--- config.mk ---
export PLATFORM = sky130hd
export DESIGN_NAME = trace_req_queue_flat
export DESIGN_NICKNAME = d
export VERILOG_FILES = /design/src/rtl/trace_pkg.sv /design/src/rtl/trace_req_queue_if.sv /design/src/rtl/sync_fifo.sv /design/src/rtl/trace_req_queue.sv /design/src/flat_wrapper.sv
export SDC_FILE = /design/constraint.sdc
export NUM_CORES = 2
export LEC_CHECK = 0
export ABC_AREA = 1
export CAP_MARGIN = 5
export CORE_MARGIN = 2
export CORE_UTILIZATION = 50
export DETAILED_ROUTE_END_ITERATION = 8
export GPL_ROUTABILITY_DRIVEN = 1
export GPL_TIMING_DRIVEN = 0
export PLACE_DENSITY = 0.73
export RECOVER_POWER = 50
export SYNTH_ARGS = -nofsm -noshare
export SYNTH_HDL_FRONTEND = slang
export SYNTH_HIERARCHICAL = 1
export SYNTH_SLANG_ARGS = --single-unit
--- constraint.sdc ---
create_clock -name clk -period 5.4 [get_ports clk]
set_input_delay 1.62 -clock clk [delete_from_list [all_inputs] [get_ports clk]]
set_output_delay 1.62 -clock clk [all_outputs]
set_load 0.02 [all_outputs]
--- src/rtl/trace_pkg.sv ---
// Shared types for the trace request queue: op codes, request record, FSM states.
package trace_pkg;

    localparam int DEF_DEPTH  = 16;
    localparam int DEF_ADDR_W = 34;
    localparam int DEF_TIME_W = 32;
    localparam int DEF_CORE_W = 4;

    typedef enum logic [1:0] {
        OP_READ    = 2'd0,
        OP_WRITE   = 2'd1,
        OP_IFETCH  = 2'd2,
        OP_ILLEGAL = 2'd3
    } op_e;

    // "time" is a keyword, hence arr_time.
    typedef struct packed {
        logic [DEF_TIME_W-1:0] arr_time;
        logic [DEF_CORE_W-1:0] core;
        op_e                   op;
        logic [DEF_ADDR_W-1:0] addr;
    } trace_req_t;

    typedef enum logic [1:0] {
        ST_RUN   = 2'd0,
        ST_DRAIN = 2'd1,
        ST_DONE  = 2'd2
    } state_e;

    function automatic logic is_illegal(input logic [1:0] op);
        return op == OP_ILLEGAL;
    endfunction

endpackage

--- src/rtl/trace_req_queue_if.sv ---
// Parser-side and scheduler-side handshakes of the trace request queue.
interface trace_req_queue_if
    import trace_pkg::*;
#(
    parameter int ADDR_W = DEF_ADDR_W,
    parameter int TIME_W = DEF_TIME_W,
    parameter int CORE_W = DEF_CORE_W
);
    logic              in_valid;
    logic              in_ready;
    logic [TIME_W-1:0] in_time;
    logic [CORE_W-1:0] in_core;
    logic [1:0]        in_op;
    logic [ADDR_W-1:0] in_addr;
    logic              in_last;

    logic              out_valid;
    logic              out_ready;
    logic [TIME_W-1:0] out_time;
    logic [CORE_W-1:0] out_core;
    logic [1:0]        out_op;
    logic [ADDR_W-1:0] out_addr;

    // master drives requests in and takes them out; slave is the queue
    modport master (
        output in_valid, in_time, in_core, in_op, in_addr, in_last, out_ready,
        input  in_ready, out_valid, out_time, out_core, out_op, out_addr
    );
    modport slave (
        input  in_valid, in_time, in_core, in_op, in_addr, in_last, out_ready,
        output in_ready, out_valid, out_time, out_core, out_op, out_addr
    );
endinterface

--- src/rtl/sync_fifo.sv ---
// In-order FIFO with a registered head word (no fall-through); caller never
// pushes when full nor pops when empty.
module sync_fifo #(
    parameter int DEPTH = 16,
    parameter int WIDTH = 8,
    localparam int AW = $clog2(DEPTH),
    localparam int CW = AW + 1
) (
    input  logic             clk,
    input  logic             rst_n,
    input  logic             push_i,
    input  logic             pop_i,
    input  logic [WIDTH-1:0] wdata_i,
    output logic [WIDTH-1:0] rdata_o,
    output logic             full_o,
    output logic             empty_o,
    output logic [CW-1:0]    count_o
);
    logic [WIDTH-1:0] mem_q [DEPTH];
    logic [AW-1:0]    wr_q, rd_q, rd_d, wr_d;
    logic [CW-1:0]    count_q, count_d;
    logic [WIDTH-1:0] head_q, head_d;

    always_comb begin
        rd_d    = rd_q + AW'(pop_i);
        wr_d    = wr_q + AW'(push_i);
        count_d = count_q + CW'(push_i) - CW'(pop_i);
        head_d  = head_q;
        // Next head may be the word being written this very cycle.
        if (count_d != '0)
            head_d = (push_i && (rd_d == wr_q)) ? wdata_i : mem_q[rd_d];
    end

    always_ff @(posedge clk) begin
        if (push_i) mem_q[wr_q] <= wdata_i;
    end

    always_ff @(posedge clk or negedge rst_n) begin
        if (!rst_n) begin
            wr_q    <= '0;
            rd_q    <= '0;
            count_q <= '0;
            head_q  <= '0;
        end else begin
            wr_q    <= wr_d;
            rd_q    <= rd_d;
            count_q <= count_d;
            head_q  <= head_d;
        end
    end

    assign rdata_o = head_q;
    assign full_o  = (count_q == CW'(DEPTH));
    assign empty_o = (count_q == '0);
    assign count_o = count_q;

endmodule

--- src/rtl/trace_req_queue.sv ---
// Buffers decoded trace requests and releases each one once sim_time has
// reached its arrival time; tracks end-of-trace and drain completion.
module trace_req_queue
    import trace_pkg::*;
#(
    parameter int DEPTH  = DEF_DEPTH,
    parameter int ADDR_W = DEF_ADDR_W,
    parameter int TIME_W = DEF_TIME_W,
    parameter int CORE_W = DEF_CORE_W
) (
    input  logic                    clk,
    input  logic                    rst_n,
    trace_req_queue_if.slave        bus,
    output logic [$clog2(DEPTH):0]  count,
    output logic [TIME_W-1:0]       sim_time,
    output logic                    done,
    output logic                    order_err,
    output logic                    op_err
);
    localparam int EW = TIME_W + CORE_W + 2 + ADDR_W;

    state_e            state_q, state_d;
    logic [TIME_W-1:0] sim_time_q, sim_time_d, last_time_q, head_time;
    logic              order_err_q, op_err_q;
    logic [EW-1:0]     head;
    logic              full, empty, accept, push, pop, skip;
    logic [TIME_W:0]   sim_p1;

    assign bus.in_ready = !full && (state_q == ST_RUN);
    assign accept       = bus.in_valid && bus.in_ready;
    assign push         = accept && !is_illegal(bus.in_op);

    sync_fifo #(.DEPTH(DEPTH), .WIDTH(EW)) u_fifo (
        .clk     (clk),
        .rst_n   (rst_n),
        .push_i  (push),
        .pop_i   (pop),
        .wdata_i ({bus.in_time, bus.in_core, bus.in_op, bus.in_addr}),
        .rdata_o (head),
        .full_o  (full),
        .empty_o (empty),
        .count_o (count)
    );

    assign head_time     = head[EW-1 -: TIME_W];
    assign bus.out_time  = head_time;
    assign bus.out_core  = head[ADDR_W+2 +: CORE_W];
    assign bus.out_op    = head[ADDR_W +: 2];
    assign bus.out_addr  = head[ADDR_W-1:0];
    assign bus.out_valid = !empty && (head_time <= sim_time_q);
    assign pop           = bus.out_valid && bus.out_ready;

    // Jump straight to a far-future head instead of idling towards it.
    always_comb begin
        sim_p1 = {1'b0, sim_time_q} + (TIME_W+1)'(1);
        skip   = !empty && !bus.out_valid && ({1'b0, head_time} > sim_p1);
        if (skip)
            sim_time_d = head_time;
        else if (&sim_time_q)
            sim_time_d = sim_time_q;
        else
            sim_time_d = sim_time_q + TIME_W'(1);
    end

    always_comb begin
        state_d = state_q;
        unique case (state_q)
            ST_RUN:   if (accept && bus.in_last) state_d = ST_DRAIN;
            ST_DRAIN: if (empty) state_d = ST_DONE;
            ST_DONE:  state_d = ST_DONE;
            default:  state_d = ST_RUN;
        endcase
    end

    always_ff @(posedge clk or negedge rst_n) begin
        if (!rst_n) begin
            state_q     <= ST_RUN;
            sim_time_q  <= '0;
            last_time_q <= '0;
            order_err_q <= 1'b0;
            op_err_q    <= 1'b0;
        end else begin
            state_q    <= state_d;
            sim_time_q <= sim_time_d;
            if (accept) begin
                last_time_q <= bus.in_time;
                if (bus.in_time < last_time_q) order_err_q <= 1'b1;
                if (is_illegal(bus.in_op))     op_err_q    <= 1'b1;
            end
        end
    end

    assign sim_time  = sim_time_q;
    assign done      = (state_q == ST_DONE);
    assign order_err = order_err_q;
    assign op_err    = op_err_q;

endmodule
--- src/flat_wrapper.sv ---
// flat-port wrapper written by rule: the top's interface ports become plain ports
module trace_req_queue_flat import trace_pkg::*;
#(
    parameter int DEPTH  = DEF_DEPTH,
    parameter int ADDR_W = DEF_ADDR_W,
    parameter int TIME_W = DEF_TIME_W,
    parameter int CORE_W = DEF_CORE_W
)
  (clk, rst_n, count, sim_time, done, order_err, op_err, bus_in_valid, bus_in_time, bus_in_core, bus_in_op, bus_in_addr, bus_in_last, bus_out_ready, bus_in_ready, bus_out_valid, bus_out_time, bus_out_core, bus_out_op, bus_out_addr);
  trace_req_queue_if #(.ADDR_W(ADDR_W), .TIME_W(TIME_W), .CORE_W(CORE_W)) bus_i ();
  input  logic clk;
  input  logic rst_n;
  output logic [$clog2(DEPTH):0] count;
  output logic [TIME_W-1:0] sim_time;
  output logic done;
  output logic order_err;
  output logic op_err;
  input wire logic [$bits(bus_i.in_valid)-1:0] bus_in_valid;
  input wire logic [$bits(bus_i.in_time)-1:0] bus_in_time;
  input wire logic [$bits(bus_i.in_core)-1:0] bus_in_core;
  input wire logic [$bits(bus_i.in_op)-1:0] bus_in_op;
  input wire logic [$bits(bus_i.in_addr)-1:0] bus_in_addr;
  input wire logic [$bits(bus_i.in_last)-1:0] bus_in_last;
  input wire logic [$bits(bus_i.out_ready)-1:0] bus_out_ready;
  output wire logic [$bits(bus_i.in_ready)-1:0] bus_in_ready;
  output wire logic [$bits(bus_i.out_valid)-1:0] bus_out_valid;
  output wire logic [$bits(bus_i.out_time)-1:0] bus_out_time;
  output wire logic [$bits(bus_i.out_core)-1:0] bus_out_core;
  output wire logic [$bits(bus_i.out_op)-1:0] bus_out_op;
  output wire logic [$bits(bus_i.out_addr)-1:0] bus_out_addr;
  assign bus_i.in_valid = bus_in_valid;
  assign bus_i.in_time = bus_in_time;
  assign bus_i.in_core = bus_in_core;
  assign bus_i.in_op = bus_in_op;
  assign bus_i.in_addr = bus_in_addr;
  assign bus_i.in_last = bus_in_last;
  assign bus_i.out_ready = bus_out_ready;
  assign bus_in_ready = bus_i.in_ready;
  assign bus_out_valid = bus_i.out_valid;
  assign bus_out_time = bus_i.out_time;
  assign bus_out_core = bus_i.out_core;
  assign bus_out_op = bus_i.out_op;
  assign bus_out_addr = bus_i.out_addr;
  trace_req_queue #(.DEPTH(DEPTH), .ADDR_W(ADDR_W), .TIME_W(TIME_W), .CORE_W(CORE_W)) u_core (.clk(clk), .rst_n(rst_n), .bus(bus_i), .count(count), .sim_time(sim_time), .done(done), .order_err(order_err), .op_err(op_err));
endmodule
# ---- Yosys cells after proc, flatten, opt, wreduce, memory -nomap -nowiden
# Memory sizes are Yosys's and may differ from the RTL's. A register that Yosys moved wholly into a read port is not among the register bits.
# Cells that the tools add are included.
dict set report totals {
  memories 1
  out_inout_bits 114
  ff_bits 81
  word_cells 52
  ramBits 1152
}
dict set report op_classes {
  reduce_logical 20
  add_sub_neg 6
  muxes 7
  n_lt_le_gt_ge 3
  n_eq_ne 7
}
# memory depth word_bits read_ports rd_clocked_by_memory_dff write_ports line_no
set mem_list {}
lappend mem_list {u_core.u_fifo.mem_q 16 72 1 1 1 sync_fifo.sv:19} ;# logic [WIDTH-1:0] mem_q [DEPTH];
# cell n
set op_table {}
lappend op_table {{two-way mux 32 bit} 2}
lappend op_table {{adder 32 x 1 -> 33 bit (second input constant)} 1}
lappend op_table {{> comparator 32 x 33 -> 1 bit} 1}
lappend op_table {{adder 32 x 1 -> 32 bit (second input constant)} 1}
lappend op_table {{less-or-equal comparator 32 bit} 1}
lappend op_table {{less-than comparator 32 bit} 1}
lappend op_table {{AND reduction 32 bit} 1}
lappend op_table {{adder 4 x 1 -> 4 bit} 2}
lappend op_table {{logical AND 1 bit} 8}
lappend op_table {{one-hot mux 2 bit (3 select lines)} 1}
lappend op_table {{AND reduction 2 bit} 3}
lappend op_table {{adder 5 x 1 -> 5 bit} 1}
lappend op_table {{== test 5 bit (second input constant)} 1}
lappend op_table {{zero test 1 bit} 5}
lappend op_table {{zero test 5 bit} 1}
lappend op_table {{nonzero test 5 bit} 1}
lappend op_table {{subtractor 5 x 1 -> 5 bit} 1}
lappend op_table {{== test 2 bit (second input constant)} 2}
lappend op_table {{two-way mux 2 bit} 2}
lappend op_table {{inequality test 2 x 1 -> 1 bit (second input constant)} 2}
lappend op_table {{== test 2 x 1 -> 1 bit (second input constant)} 1}
lappend op_table {{zero test 2 bit} 1}
lappend op_table {{two-way mux 1 bit} 2}
lappend op_table {{inequality test 2 bit (second input constant)} 1}

# ---- Longest topological paths before layout
dict set report depth {
  ltp_word 8
  depth_mapped 31
}

# ---- Hierarchy
# Netlist, hierarchy kept.
# module n_inst area_each_um2 cells_each
set modules_own_cells {}
lappend modules_own_cells {sync_fifo 1 50567.2 4493}
lappend modules_own_cells {trace_req_queue 1 6163.4 866}

# ---- Worst setup path after synthesis
# OpenSTA, ideal clock, no wires.
dict set report synth_path {
  path_kind {input port to flip-flop}
  start {input port bus_in_valid}
  end {memory u_core/u_fifo/mem_q[0][0] in the netlist's numbering (enable)}
  required_time_ns 4.897
  arrival_time_ns 5.312
  path_buffers 0
  slack_ns -0.415
  setup_time_ns 0.503
  cell_stages 4
  cell_sequence {nand2_1 -> a21oi_1 -> nand3_1 -> nor2_1}
}
dict set report synth_between {
  elab_chain_len 4
}
# element line_no
set synth_rtl {}
lappend synth_rtl {{start: declaration} flat_wrapper.sv:18} ;# input wire logic [$bits(bus_i.in_valid)-1:0] bus_in_valid;
lappend synth_rtl {{logical AND 1 bit} trace_req_queue.sv:30} ;# assign accept = bus.in_valid && bus.in_ready;
lappend synth_rtl {{logical AND 1 bit} trace_req_queue.sv:31} ;# assign push = accept && !is_illegal(bus.in_op);
lappend synth_rtl {{named net u_core.push} trace_req_queue.sv:26} ;# logic full, empty, accept, push, pop, skip;
lappend synth_rtl {{two-way mux 1 bit} sync_fifo.sv:35} ;# if (push_i) mem_q[wr_q] <= wdata_i;
lappend synth_rtl {{two-way mux 1 bit (implied by the code)} sync_fifo.sv:35}
lappend synth_rtl {{end: declaration} sync_fifo.sv:19}
# The timed path passes the listed nets, and every way through them passes these cells.

# ---- Worst setup path after layout
dict set report layout_path {
  start {register u_core.u_fifo.head_q[71], in the netlist u_core/u_fifo/rdata_o[71] (read register of u_core.u_fifo.mem_q)}
  end {register u_core.u_fifo.head_q[29], in the netlist u_core/u_fifo/rdata_o[29] (read register of u_core.u_fifo.mem_q)}
}
dict set report layout_between {
  elab_cells_between_ends 6
  classes_between {add/sub (2); order compare (1); reduce/logical (3)}
}
# element line_no
set layout_lines {}
lappend layout_lines {{start: declaration} sync_fifo.sv:22} ;# logic [WIDTH-1:0] head_q, head_d;
lappend layout_lines {{less-or-equal comparator 32 bit} trace_req_queue.sv:50} ;# assign bus.out_valid = !empty && (head_time <= sim_time_q);
lappend layout_lines {{logical AND 1 bit} trace_req_queue.sv:50}
lappend layout_lines {{logical AND 1 bit} trace_req_queue.sv:51} ;# assign pop = bus.out_valid && bus.out_ready;
lappend layout_lines {{named net u_core.pop} trace_req_queue.sv:26}
lappend layout_lines {{adder 4 x 1 -> 4 bit} sync_fifo.sv:25} ;# rd_d = rd_q + AW'(pop_i);
lappend layout_lines {{named net u_core.u_fifo.rd_d[1]} sync_fifo.sv:20} ;# logic [AW-1:0] wr_q, rd_q, rd_d, wr_d;
# The timed path passes the listed nets, and every way through them passes these cells.
# A chain may end at the register's enable or synchronous reset.

==> flow_metrics.tcl <==
set metrics [dict create \
    route.detailed.drc 0 \
    stdcell_count 7343 \
    ys_seq_elements 1305 \
    routed_wirelength_mm 160 \
    root_buffer "clkbuf_16" \
    synth_edf_count 1152 \
    clock_path_buffers 3 \
    track_usage 0.271 \
    ys_seq_area_frac 0.677 \
    async_flop_share 0.117 \
    cts.clk_slew.worst_paths_ns 0.06 \
    synth_fa_ha_area_frac 0.0246 \
    clock_latency_ns 0.75 \
    die_width_um 341 \
    synthDistinctLibCells 38 \
    synth_area_leader_cell "edfxtp_1" \
    finalHoldWorstSlack_ns 0.466 \
    wl_per_cell_um 21.7 \
    max_slew.worst_pin.slew_ns 3.54 \
    critPathLaunch "u_core/u_fifo/rdata_o[71]" \
    dpl.hpwl_mm 105 \
    port_buffers 190 \
    synth_top_area_share 0.610 \
    ioPinCount 191 \
    period_share 0.982 \
    nNetsFinal 5918 \
    nFillCells 8820 \
    crit_end "u_core/u_fifo/rdata_o[29]" \
    start_util 0.504 \
    crit_required_ns 6.01 \
    dr.pass1.iters 8 \
    reg2reg_slack_ns 0.1 \
    worst_r2r_endpoint "u_core/u_fifo/rdata_o[29]" \
    vias 41889 \
    cts_hold_buffers 0 \
    max_slew_margin -1.36 \
    dpl.cell_count 7090 \
    dieArea_um2 116000 \
    synth.area.mux_share 0 \
    area_growth_pct 16.2 \
    cp_max_fo 10 \
    cts_max_level 4 \
    drt_iter0_drc 5582 \
    setup_viol 0 \
    syn-cell-area_um2 56700 \
    grt_pass1_wl_mm 238 \
    synth.area.top_cells "edfxtp_1 (61%), nand2_1 (13%), nand3_1 (9.8%)" \
    cts_buffers 135 \
    syn-instance-count 5359 \
    yosys.area_share.simple 0.240 \
    core_um2 112000 \
    period_needed_ns 5.30 \
    reg2reg_depth 21 \
    drive_gt1_frac 0.0750 \
    multi_input_area_um2 15900 \
    yosys_warnings 6 \
    fin_util 0.586 \
    synth_most_common_cell "nand2_1" \
    grt_pass1_vias 40161 \
    fin_tns_setup_ns 0 \
    cts_tree "built" \
    crit_type "reg -> reg" \
    outcome "finished, violations left" \
    rows 123 \
    place_congestion 0.935 \
    violations "max-capacitance violations, max-slew violations" \
    start_kind "flop" \
    arrival_ns 5.91 \
    fp.dieH_um 341 \
    cp-end-kind "flop" \
    hp-class "reg -> reg" \
    antenna_found_initial 11 \
    synth_nets 5547 \
    avgSynthCellArea_um2 10.6 \
    synth_xor_area_frac 0.00448 \
    antenna_left 0 \
    grt_overflow 0 \
    via_per_inst 5.70 \
    regArea_um2 38400 \
    timing.final.hold_violations 0 \
    synthFlopType "edfxtp_1" \
    rr_startpoint "u_core/u_fifo/rdata_o[71]" \
    clock_sinks 1305 \
    max-cap-violations 1 \
    max_freq_mhz 189 \
    slew_violations 57 \
    synth_top_family_by_area "simple AND/OR/NAND/NOR gates" \
    synth_compound_area_frac 0.00904 \
    ys_top_cells_by_count "nand2_1 (1957), edfxtp_1 (1152), nand3_1 (1115)" \
    finClkSkew_ns 0.0427 \
    grt_max_degree 98 \
]
-- routing by layer --
layer  vias to the layer above  part of all wire  track usage
li1                      18989                 -            -
met1                     20236              0.38        0.361
met2                      2260              0.48        0.438
met3                       402             0.096       0.0490
met4                         2             0.043        0.121
met5                         -          0.000081            0
-- flip-flops by register name, summed over array words and instances (netlist names), 2 cells and up --
signal / count
u_core/u_fifo/rdata_o: 72
u_core/u_fifo/wr_q: 4
u_core/u_fifo/mem_q: 1152
u_core/last_time_q: 32
u_core/u_fifo/rd_q: 4
u_core/u_fifo/count_o: 5
u_core/state_q: 2
u_core/sim_time: 32
-- worst min path at each step --
stage,start,to,slack [ns],depth (start not counted)
2_1_floorplan,u_core/last_time_q[0],u_core/last_time_q[0],0.45,2
3_3_place_gp,u_core/op_err,u_core/op_err,0.45,1
3_5_place_dp,u_core/op_err,u_core/op_err,0.46,1
4_1_cts,u_core/op_err,u_core/op_err,0.47,1
5_1_grt,u_core/order_err,u_core/order_err,0.49,2
6_report,u_core/op_err,u_core/op_err,0.47,1
-- critical path, cell delays in order, from the launching register on --
cell and delay [ns]:
dfrtp_2 0.54, ha_1 0.35, nand2_1 0.07, nor2_1 0.15, nand2_1 0.11, nor2_1 0.34, nand4_1 0.18, nand2_1 0.24
nand2_1 0.16, nor2_4 0.29, ha_2 0.32, ha_1 0.29, inv_2 0.26, buf_2 0.54, buf_1 0.51, nand3_1 0.17
nand3_1 0.20, nand2_1 0.09, nand2_1 0.09, nand3_1 0.09, nand2_1 0.11, nand2_1 0.05
-- layout make-up --
class / count / area share
Clock inverter: 66 / 0.00924
Tap cell: 1500 / 0.0285
Antenna cell: 5 / 0.000190
Sequential cell: 1305 / 0.583
Buffer: 288 / 0.0203
Multi-Input combinational cell: 3440 / 0.241
Timing Repair Buffer: 234 / 0.0431
Inverter: 326 / 0.0187
Clock buffer: 179 / 0.0560
-- layout by cell type, fill, tap and decap left out, types with 38 or more instances in the layout --
cell	netlist	layout
a21oi_1	45	44
buf_2	129	127
clkbuf_1	105	131
clkbuf_16	0	141
clkdlybuf4s50_1	0	116
dfrtp_1	153	152
dlygate4sd3_1	0	73
edfxtp_1	1152	1152
ha_1	110	109
inv_1	314	315
nand2_1	1957	1956
nand3_1	1115	1115
nor2_1	74	57
o21ai_0	38	38
-- cells by family (layout without fill, tap and decap cells) --
| logic type | Yosys count | count (layout) |
|---|---|---|
| compound gates | 96 | 96 |
| fa+ha+maj | 111 | 111 |
| other cells | 0 | 5 |
| simple gates | 3204 | 3204 |
| flops | 1305 | 1305 |
| buf+inv | 614 | 1093 |
| xor+xnor | 29 | 29 |
-- timing repair --
action                     4_1_cts  5_1_grt
setup endpoints to repair       72       73
buffers inserted                 3        0
resized for setup               13       24
pin swaps                        2        0
-- through the flow --
stage          setup WS (ns)  cell area, um2
6_report              0.0954           65900
5_1_grt              -0.0323           65900
4_1_cts               0.0333           65900
3_5_place_dp           -1.84           61500
3_3_place_gp           -4.96           60500
2_1_floorplan         -0.415           56700
Power is not shown: default switching activity piles up to over one toggle a cycle in this logic, so the estimate is an artifact.
